--- src/rtl/io_seg7_display_if.sv ---
// Bundle of the three output-port words, the hold control and the six
// active-low 7-segment digit drivers.
interface io_seg7_display_if;
  logic [31:0] port0;
  logic [31:0] port1;
  logic [31:0] port2;
  logic        hold;
  logic [6:0]  hex0;
  logic [6:0]  hex1;
  logic [6:0]  hex2;
  logic [6:0]  hex3;
  logic [6:0]  hex4;
  logic [6:0]  hex5;
  logic        valid;

  modport master (
    output port0, port1, port2, hold,
    input  hex0, hex1, hex2, hex3, hex4, hex5, valid
  );

  modport slave (
    input  port0, port1, port2, hold,
    output hex0, hex1, hex2, hex3, hex4, hex5, valid
  );
endinterface

--- src/rtl/io_seg7_display.sv ---
// Shows three 32-bit port words as two-digit decimals on six 7-segment displays,
// using one shared double-dabble engine cycled round-robin over the channels.
module io_seg7_display #(
  parameter bit LZ_BLANK = 1'b1
) (
  input  logic                clock,
  input  logic                reset,
  io_seg7_display_if.slave    bus_io
);

  localparam logic [1:0] StIdle   = 2'd0;
  localparam logic [1:0] StLoad   = 2'd1;
  localparam logic [1:0] StShift  = 2'd2;
  localparam logic [1:0] StCommit = 2'd3;

  localparam logic [6:0] SegDash  = 7'h3F;
  localparam logic [6:0] SegBlank = 7'h7F;

  logic [1:0]      state_q, state_d;
  logic [1:0]      ch_q, ch_d;
  logic [19:0]     sr_q, sr_d;
  logic [2:0]      cnt_q, cnt_d;
  logic            ovf_q, ovf_d;
  logic [5:0][6:0] hex_q, hex_d;
  logic            valid_q, valid_d;

  logic [31:0]     sel_port;
  logic [3:0]      h4, t4, o4;
  logic [6:0]      tens_seg, ones_seg;

  function automatic logic [6:0] seg7(input logic [3:0] d);
    logic [6:0] s;
    unique case (d)
      4'd0:    s = 7'h40;
      4'd1:    s = 7'h79;
      4'd2:    s = 7'h24;
      4'd3:    s = 7'h30;
      4'd4:    s = 7'h19;
      4'd5:    s = 7'h12;
      4'd6:    s = 7'h02;
      4'd7:    s = 7'h78;
      4'd8:    s = 7'h00;
      4'd9:    s = 7'h10;
      default: s = SegBlank;
    endcase
    return s;
  endfunction

  // One double-dabble iteration: correct each BCD nibble, then shift left.
  function automatic logic [19:0] dabble_step(input logic [19:0] s);
    logic [19:0] a;
    a = s;
    for (int i = 0; i < 3; i++) begin
      if (a[8+4*i +: 4] >= 4'd5) a[8+4*i +: 4] = a[8+4*i +: 4] + 4'd3;
    end
    return {a[18:0], 1'b0};
  endfunction

  always_comb begin
    unique case (ch_q)
      2'd0:    sel_port = bus_io.port0;
      2'd1:    sel_port = bus_io.port1;
      default: sel_port = bus_io.port2;
    endcase
  end

  assign h4 = sr_q[19:16];
  assign t4 = sr_q[15:12];
  assign o4 = sr_q[11:8];

  always_comb begin
    if (ovf_q || (h4 != 4'd0)) begin
      tens_seg = SegDash;
      ones_seg = SegDash;
    end else begin
      ones_seg = seg7(o4);
      tens_seg = (LZ_BLANK && (t4 == 4'd0)) ? SegBlank : seg7(t4);
    end
  end

  always_comb begin
    state_d = state_q;
    ch_d    = ch_q;
    sr_d    = sr_q;
    cnt_d   = cnt_q;
    ovf_d   = ovf_q;
    hex_d   = hex_q;
    valid_d = valid_q;
    unique case (state_q)
      StIdle: begin
        if (!bus_io.hold) state_d = StLoad;
      end
      StLoad: begin
        ovf_d   = |sel_port[31:8];
        sr_d    = {12'd0, sel_port[7:0]};
        cnt_d   = 3'd0;
        state_d = StShift;
      end
      StShift: begin
        sr_d  = dabble_step(sr_q);
        cnt_d = cnt_q + 3'd1;
        if (cnt_q == 3'd7) state_d = StCommit;
      end
      default: begin
        unique case (ch_q)
          2'd0: begin
            hex_d[1] = tens_seg;
            hex_d[0] = ones_seg;
          end
          2'd1: begin
            hex_d[3] = tens_seg;
            hex_d[2] = ones_seg;
          end
          default: begin
            hex_d[5] = tens_seg;
            hex_d[4] = ones_seg;
            valid_d  = 1'b1;
          end
        endcase
        ch_d    = (ch_q == 2'd2) ? 2'd0 : ch_q + 2'd1;
        state_d = StIdle;
      end
    endcase
  end

  always_ff @(posedge clock or posedge reset) begin
    if (reset) begin
      state_q <= StIdle;
      ch_q    <= 2'd0;
      sr_q    <= 20'd0;
      cnt_q   <= 3'd0;
      ovf_q   <= 1'b0;
      hex_q   <= {6{SegBlank}};
      valid_q <= 1'b0;
    end else begin
      state_q <= state_d;
      ch_q    <= ch_d;
      sr_q    <= sr_d;
      cnt_q   <= cnt_d;
      ovf_q   <= ovf_d;
      hex_q   <= hex_d;
      valid_q <= valid_d;
    end
  end

  assign bus_io.hex0  = hex_q[0];
  assign bus_io.hex1  = hex_q[1];
  assign bus_io.hex2  = hex_q[2];
  assign bus_io.hex3  = hex_q[3];
  assign bus_io.hex4  = hex_q[4];
  assign bus_io.hex5  = hex_q[5];
  assign bus_io.valid = valid_q;

endmodule

--- src/flat_wrapper.sv ---
// flat-port wrapper written by rule: the top's interface ports become plain ports
module io_seg7_display_flat 
#(
  parameter bit LZ_BLANK = 1'b1
)
  (clock, reset, bus_io_port0, bus_io_port1, bus_io_port2, bus_io_hold, bus_io_hex0, bus_io_hex1, bus_io_hex2, bus_io_hex3, bus_io_hex4, bus_io_hex5, bus_io_valid);
  io_seg7_display_if bus_io_i ();
  input  logic clock;
  input  logic reset;
  input wire logic [$bits(bus_io_i.port0)-1:0] bus_io_port0;
  input wire logic [$bits(bus_io_i.port1)-1:0] bus_io_port1;
  input wire logic [$bits(bus_io_i.port2)-1:0] bus_io_port2;
  input wire logic [$bits(bus_io_i.hold)-1:0] bus_io_hold;
  output wire logic [$bits(bus_io_i.hex0)-1:0] bus_io_hex0;
  output wire logic [$bits(bus_io_i.hex1)-1:0] bus_io_hex1;
  output wire logic [$bits(bus_io_i.hex2)-1:0] bus_io_hex2;
  output wire logic [$bits(bus_io_i.hex3)-1:0] bus_io_hex3;
  output wire logic [$bits(bus_io_i.hex4)-1:0] bus_io_hex4;
  output wire logic [$bits(bus_io_i.hex5)-1:0] bus_io_hex5;
  output wire logic [$bits(bus_io_i.valid)-1:0] bus_io_valid;
  assign bus_io_i.port0 = bus_io_port0;
  assign bus_io_i.port1 = bus_io_port1;
  assign bus_io_i.port2 = bus_io_port2;
  assign bus_io_i.hold = bus_io_hold;
  assign bus_io_hex0 = bus_io_i.hex0;
  assign bus_io_hex1 = bus_io_i.hex1;
  assign bus_io_hex2 = bus_io_i.hex2;
  assign bus_io_hex3 = bus_io_i.hex3;
  assign bus_io_hex4 = bus_io_i.hex4;
  assign bus_io_hex5 = bus_io_i.hex5;
  assign bus_io_valid = bus_io_i.valid;
  io_seg7_display #(.LZ_BLANK(LZ_BLANK)) u_core (.clock(clock), .reset(reset), .bus_io(bus_io_i));
endmodule
--- config.mk ---
export PLATFORM = sky130hd
export DESIGN_NAME = io_seg7_display_flat
export DESIGN_NICKNAME = d
export VERILOG_FILES = /design/src/rtl/io_seg7_display_if.sv /design/src/rtl/io_seg7_display.sv /design/src/flat_wrapper.sv
export SDC_FILE = /design/constraint.sdc
export NUM_CORES = 1
export LEC_CHECK = 0
export CAP_MARGIN = 20
export CORE_MARGIN = 2
export CORE_UTILIZATION = 28
export DETAILED_ROUTE_END_ITERATION = 12
export GPL_ROUTABILITY_DRIVEN = 0
export PLACE_DENSITY_LB_ADDON = 0.1
export SLEW_MARGIN = 20
export SYNTH_ARGS = -nofsm -noshare
export SYNTH_HDL_FRONTEND = slang
export SYNTH_SLANG_ARGS = --single-unit
--- constraint.sdc ---
create_clock -name clock -period 2.5 [get_ports clock]
set_clock_uncertainty 0.15 [all_clocks]
set_input_delay 0.5 -clock clock [delete_from_list [all_inputs] [get_ports clock]]
set_output_delay 0.5 -clock clock [all_outputs]
set_load 0.01 [all_outputs]
# Word-level counts from Yosys, hierarchy flattened
# Memory sizes are Yosys's and may differ from the RTL's.
# Cells that the tools add are included.
# op_classes
n_bitwise	2
muxes	13
add_sub_neg	5
order_cmp	3
n_reduce_logical	13
eq_ne	7
# op_table
cell	count
32-bit case mux with 2 select lines	1
20-bit case mux with 2 select lines	1
24-bit OR reduction	1
7-bit two-way mux	3
4-bit by 3-bit >= comparator with 1-bit output, second input constant	3
4-bit by 2-bit adder with 4-bit output, second input constant	2
4-bit two-way mux	2
2-bit AND reduction	4
2-bit two-way mux	3
2-bit case mux with 3 select lines	1
3-bit case mux with 2 select lines	1
2-bit by 1-bit == test with 1-bit output, second input constant	2
2-bit == test, second input constant	2
2-bit logical NOT	2
4-bit logical NOT	1
4-bit nonzero test	1
3-bit by 1-bit adder with 3-bit output, second input constant	1
3-bit by 2-bit adder with 3-bit output, second input constant	1
3-bit == test, second input constant	1
3-bit two-way mux	1
3-bit OR reduction	1
2-bit by 1-bit adder with 2-bit output, second input constant	1
2-bit by 1-bit != test with 1-bit output, second input constant	1
2-bit != test, second input constant	1
other kinds (4)	5
# totals
output_inout_bits	43
mem_count	2
rom_bits	224
input_bits	99
register_bits	71
word_cells	57
# mem_list
name	depth	word_bits	read_ports	rd_ports_with_merged_regs	wr	line_no	rtl
(name not given)	16	7	1	0	0	io_seg7_display.sv:33	unique case (d)
(name not given)	16	7	1	0	0	io_seg7_display.sv:33	

# Longest topological paths before layout
# depth
ltp_word	4
mapped_depth	7
ltp_nobuf	6

# Worst setup path after synthesis
# Ideal clock, no wire load.
# synth_timing
path_kind	reg2reg
from	register u_core.sr_q[13]
to	register u_core.sr_q[14]
stages_incl_launch_ff	7
t_required_ns	2.266
t_arrival_ns	1.524
setup_time_ns	0.084
path_slack_ns	0.743
n_path_buf	0
period_less_slack_ns	1.757
cell_sequence	dfrtp_1 inv_1 ha_1 nand2b_1 a21oi_1 mux2_2 o22ai_1
# synth_via
elab_chain_len	3
word_cells_on_any_way	4
classes_between	add/sub: 1; order compare: 1; mux: 2
# synth_lines
item	line_no	rtl
start, declared	io_seg7_display.sv:21	logic [19:0] sr_q, sr_d;
start signal, assigned	io_seg7_display.sv:138	sr_q <= sr_d;
4-bit by 2-bit adder with 4-bit output or 4-bit by 3-bit >= comparator with 1-bit output (tied branches)	io_seg7_display.sv:54	if (a[8+4*i +: 4] >= 4'd5) a[8+4*i +: 4] = a[8+4*i +: 4] + 4'd3;
4-bit two-way mux (*)	io_seg7_display.sv:54	
20-bit case mux with 2 select lines (*)	io_seg7_display.sv:89	unique case (state_q)
# Every way passes the cells marked *; elsewhere a longest branch is shown, timed or not.
# A chain may end at the register's enable or synchronous reset.

# Worst setup path in the final report
# layout_timing
from	register u_core.hex_q (netlist bit u_core.bus_io.hex4[4])
to	output bus_io_hex4[4]
# layout_lines
item	line_no	rtl
start, declared	io_seg7_display.sv:24	logic [5:0][6:0] hex_q, hex_d;
start signal, assigned	io_seg7_display.sv:133	hex_q <= {6{SegBlank}};
end, declared	flat_wrapper.sv:18	output wire logic [$bits(bus_io_i.hex4)-1:0] bus_io_hex4;
# No word-level cell between the ends.

==> summary.md <==
| Metric | Value |
|---|---|
| CP endpoint kind | output pin |
| Post-DP HPWL | 7970 um |
| FMAX | 0.481 GHz |
| Total power | between 6 and 7 mW |
| HP Class | reg2reg |
| Crit-path cells | clkdlybuf4s50_1 |
| Synth cell count leaders | nand2_1, o21ai_0, dfstp_2 |
| Final worst slack | 0.420 ns |
| Non-Filler Instances | 718 |
| Initial core utilization | 28.6% |
| # setup viols final | 0 |
| Post-route setup TNS | 0 ns |
| Gr usage total | approximately 15% |
| I/O pin count | 142 |
| Hold Path Stages | 1 |
| Asr flop ratio synth | 100% |
| Max cap viols | 0 |
| Maximum VDD drop | about 0.44 mV |
| Hold Violations, Final | 0 |
| Number of synthesized flops with an enable pin | 0 |
| Hold EP | u_core.bus_io.valid |
| Initial DRC count | 145 |
| Crit Path Class | reg2out |
| I/O Buffers | approximately 140 |
| CTS tree | yes |
| Cell count of the worst reg-to-reg path | 6 |
| Leading post-synthesis cells by cell area | dfstp_2, dfrtp_1, o21ai_0 |
| Die X | 120 um |
| Reg-to-Reg Start | u_core.sr_q[13] |
| Startpoint Class | flop |
| Slew HR | just under 60% |
| #FFs+latches synth | 71 |
| Status | finished clean |
| Postcts setup bufs | 0 |
| # hold bufs at CTS | 0 |
| Clock-pin slew on the worst setup and hold paths | 0.06 ns |
| # clock sinks | 71 |
| Mapped cell area | 3790 um2 |
| Area Overhead vs Synth | 49.1% |
| DRC violations left | 0 |
| Slowest CP cell | clkdlybuf4s50_1 |
| Largest net degree at the start of global routing | 72 |
| Die ar. | 14500 um2 |
| Synth unique cells | 44 |
| Total number of vias | 3258 |
| Hold path start | u_core.bus_io.valid |
| P_leak | 2.31 nW |
| R2R Setup Slk | 0.54 ns |
| Vias in the first global route | ~3400 |
| Synthesized netlist cell count | 400 |
| Max-slew violation count | 0 |
| Pre-CTS setup slack | 0.518 ns |
| Ant diodes | 0 |
| Worst Path Buf+Inv | 1 |
| Worst-margin pin slew | 0.625 ns |
| ANT nets after route | 0 |
| Total wire length | around 10000 um |
| DP Cell Count | 702 |
| Nets | 655 |
| CP required | 1.85 ns |
| Post-synthesis sequential area ratio | 48.3% |
| Predominant post-synthesis flop cell | dfstp_2 |
| Initial antenna violation count | 0 |
| Clock root cell | clkbuf_16 |
| Critical Path AT | 1.43 ns |
| First-pass GRT wire length | roughly 17000 um |
| CP max stage delay | 0.56 ns |
| Most frequent cell after synthesis | nand2_1 |
| Syn nets | 518 |
| Yosys synthesis warning count | 0 |
| Core ar. | 13200 um2 |
| # fillers | approximately 1300 |
| Layout cells sized above 1 | 15.3% |
| Worst-Skew Late Latency | around 0.34 ns |
| WL/cell | 14.4 um |
| DP Area | 5360 um2 |
| Power per cell area | 1070 nW/um2 |
| Vias per inst | 4.54 |
| GR Overflow Total | 0 |
| DR pass1 iterations | 4 |
| Synth area leader | dfstp_2 |
| Fin area | 5650 um2 |
| Min Tclk post-route | 2.08 ns |
| Mean area per synthesized cell | 9.47 um2 |
| Num CTS Buffers | 9 |
| Period utilization | 83.2% |
| Top Family by Delay on Critical Path | buffers and inverters |
| RSZ-0062 raised after global routing | false |
| RR Endpoint | u_core.sr_q[14] |
| Die Ht | 120 um |
| Crit-path max FO | 2 |
| Yosys top cell area share | approximately 29% |
| CTS Buffer Depth | 2 |
| Row count | 42 |
| Resized Gates After CTS | 0 |
| H-tree Lvls | 3 |
[state kept, by name, summed over array words and instances, names as in the netlist, 3 cells and up]
register            count
u_core.bus_io.hex2      7
u_core.bus_io.hex0      7
u_core.bus_io.hex5      7
u_core.sr_q            20
u_core.cnt_q            3
u_core.bus_io.hex3      7
u_core.bus_io.hex4      7
u_core.bus_io.hex1      7
[cells by family (layout without fill, tap and decap cells)]
kind of cell	Yosys count	after routing	share of synthesized area [%]
simple gates	129	129	16.7
compound gates	115	115	17.0
flops	71	71	48.3
buf+inv	42	184	5.35
mux	21	21	5.68
fa+ha+maj	19	19	6.27
xor+xnor	3	3	0.694
[per-layer routing]
layer	vias up	global-route usage, %	share of wire (%)
met1	1510	20.4	48
met5	-	0	0
met4	0	4.51	1.6
li1	1674	-	-
met3	13	4.67	4.1
met2	61	24.2	46
[final cells by class]
class	count	area [um2]	area share, %
tap	176	220	3.90
inverter	20	77.6	1.37
multi-input combinational	287	1760	31.1
clock inverter	3	16.3	0.288
sequential	71	1830	32.4
clock buffer	13	272	4.81
timing repair buffer	148	1480	26.1
[through the flow]
stage	utilization (%)	hold slack (ns)
after floorplan	-	0.307
after global placement	40.5	0.300
after detailed placement	40.5	0.304
after CTS	42.6	0.315
after global routing	42.6	0.344
final	42.6	0.311
[power breakdown]
group	internal (mW)	leakage [nW]	switching, mW
sequential	1.83	0.806	0.340
clock	0.756	0.145	0.474
combinational	1.35	1.36	1.31
total	3.94	2.31	2.12
[cell usage in the layout (no fill, tap or decap), types with 2 or more instances in the layout]
| master | Yosys | routed |
|---|---|---|
| mux2i_1 | 17 | 17 |
| inv_4 | 1 | 2 |
| mux2_2 | 4 | 4 |
| o21ai_1 | 9 | 9 |
| nor4b_2 | 2 | 2 |
| a21o_1 | 4 | 4 |
| o22ai_1 | 8 | 8 |
| inv_1 | 17 | 16 |
| xnor2_1 | 3 | 3 |
| a21oi_1 | 24 | 24 |
| clkbuf_1 | 4 | 2 |
| clkdlybuf4s50_1 | 0 | 141 |
| nand3_1 | 6 | 6 |
| o21bai_1 | 2 | 2 |
| a211o_1 | 2 | 2 |
| ha_1 | 19 | 19 |
| a21oi_2 | 5 | 5 |
| nand4_1 | 6 | 6 |
| inv_2 | 2 | 3 |
| nor2b_1 | 6 | 6 |
| buf_4 | 2 | 6 |
| o21ai_0 | 54 | 54 |
| nor3_1 | 3 | 3 |
| nor2_1 | 16 | 16 |
| o31ai_1 | 2 | 2 |
| clkinv_2 | 0 | 2 |
| dfrtp_1 | 29 | 29 |
| dfstp_2 | 42 | 42 |
| clkbuf_16 | 0 | 10 |
| nand2b_1 | 8 | 8 |
| nor4_1 | 14 | 14 |
| nand2_1 | 61 | 61 |
[worst reg2reg max path, cell delays in order, from the launching register on]
cell      delay (ns)
dfrtp_1         0.42
inv_1           0.17
ha_1            0.30
nand2b_1        0.08
a21oi_1         0.27
mux2_2          0.37
o22ai_1         0.11
[how the worst max path moves through the flow]
stage	start	to	slack [ns]	cells past startpoint
2_1_floorplan	reset	u_core.bus_io.valid	0.12	1
3_3_place_gp	bus_io_port1[9]	u_core.ovf_q	0.48	5
3_5_place_dp	bus_io_port1[9]	u_core.ovf_q	0.52	5
4_1_cts	u_core.bus_io.hex4[4]	bus_io_hex4[4]	0.38	1
5_1_grt	u_core.bus_io.hex4[4]	bus_io_hex4[4]	0.37	1
6_report	u_core.bus_io.hex4[4]	bus_io_hex4[4]	0.42	1
(Power assumes the default switching activity.)
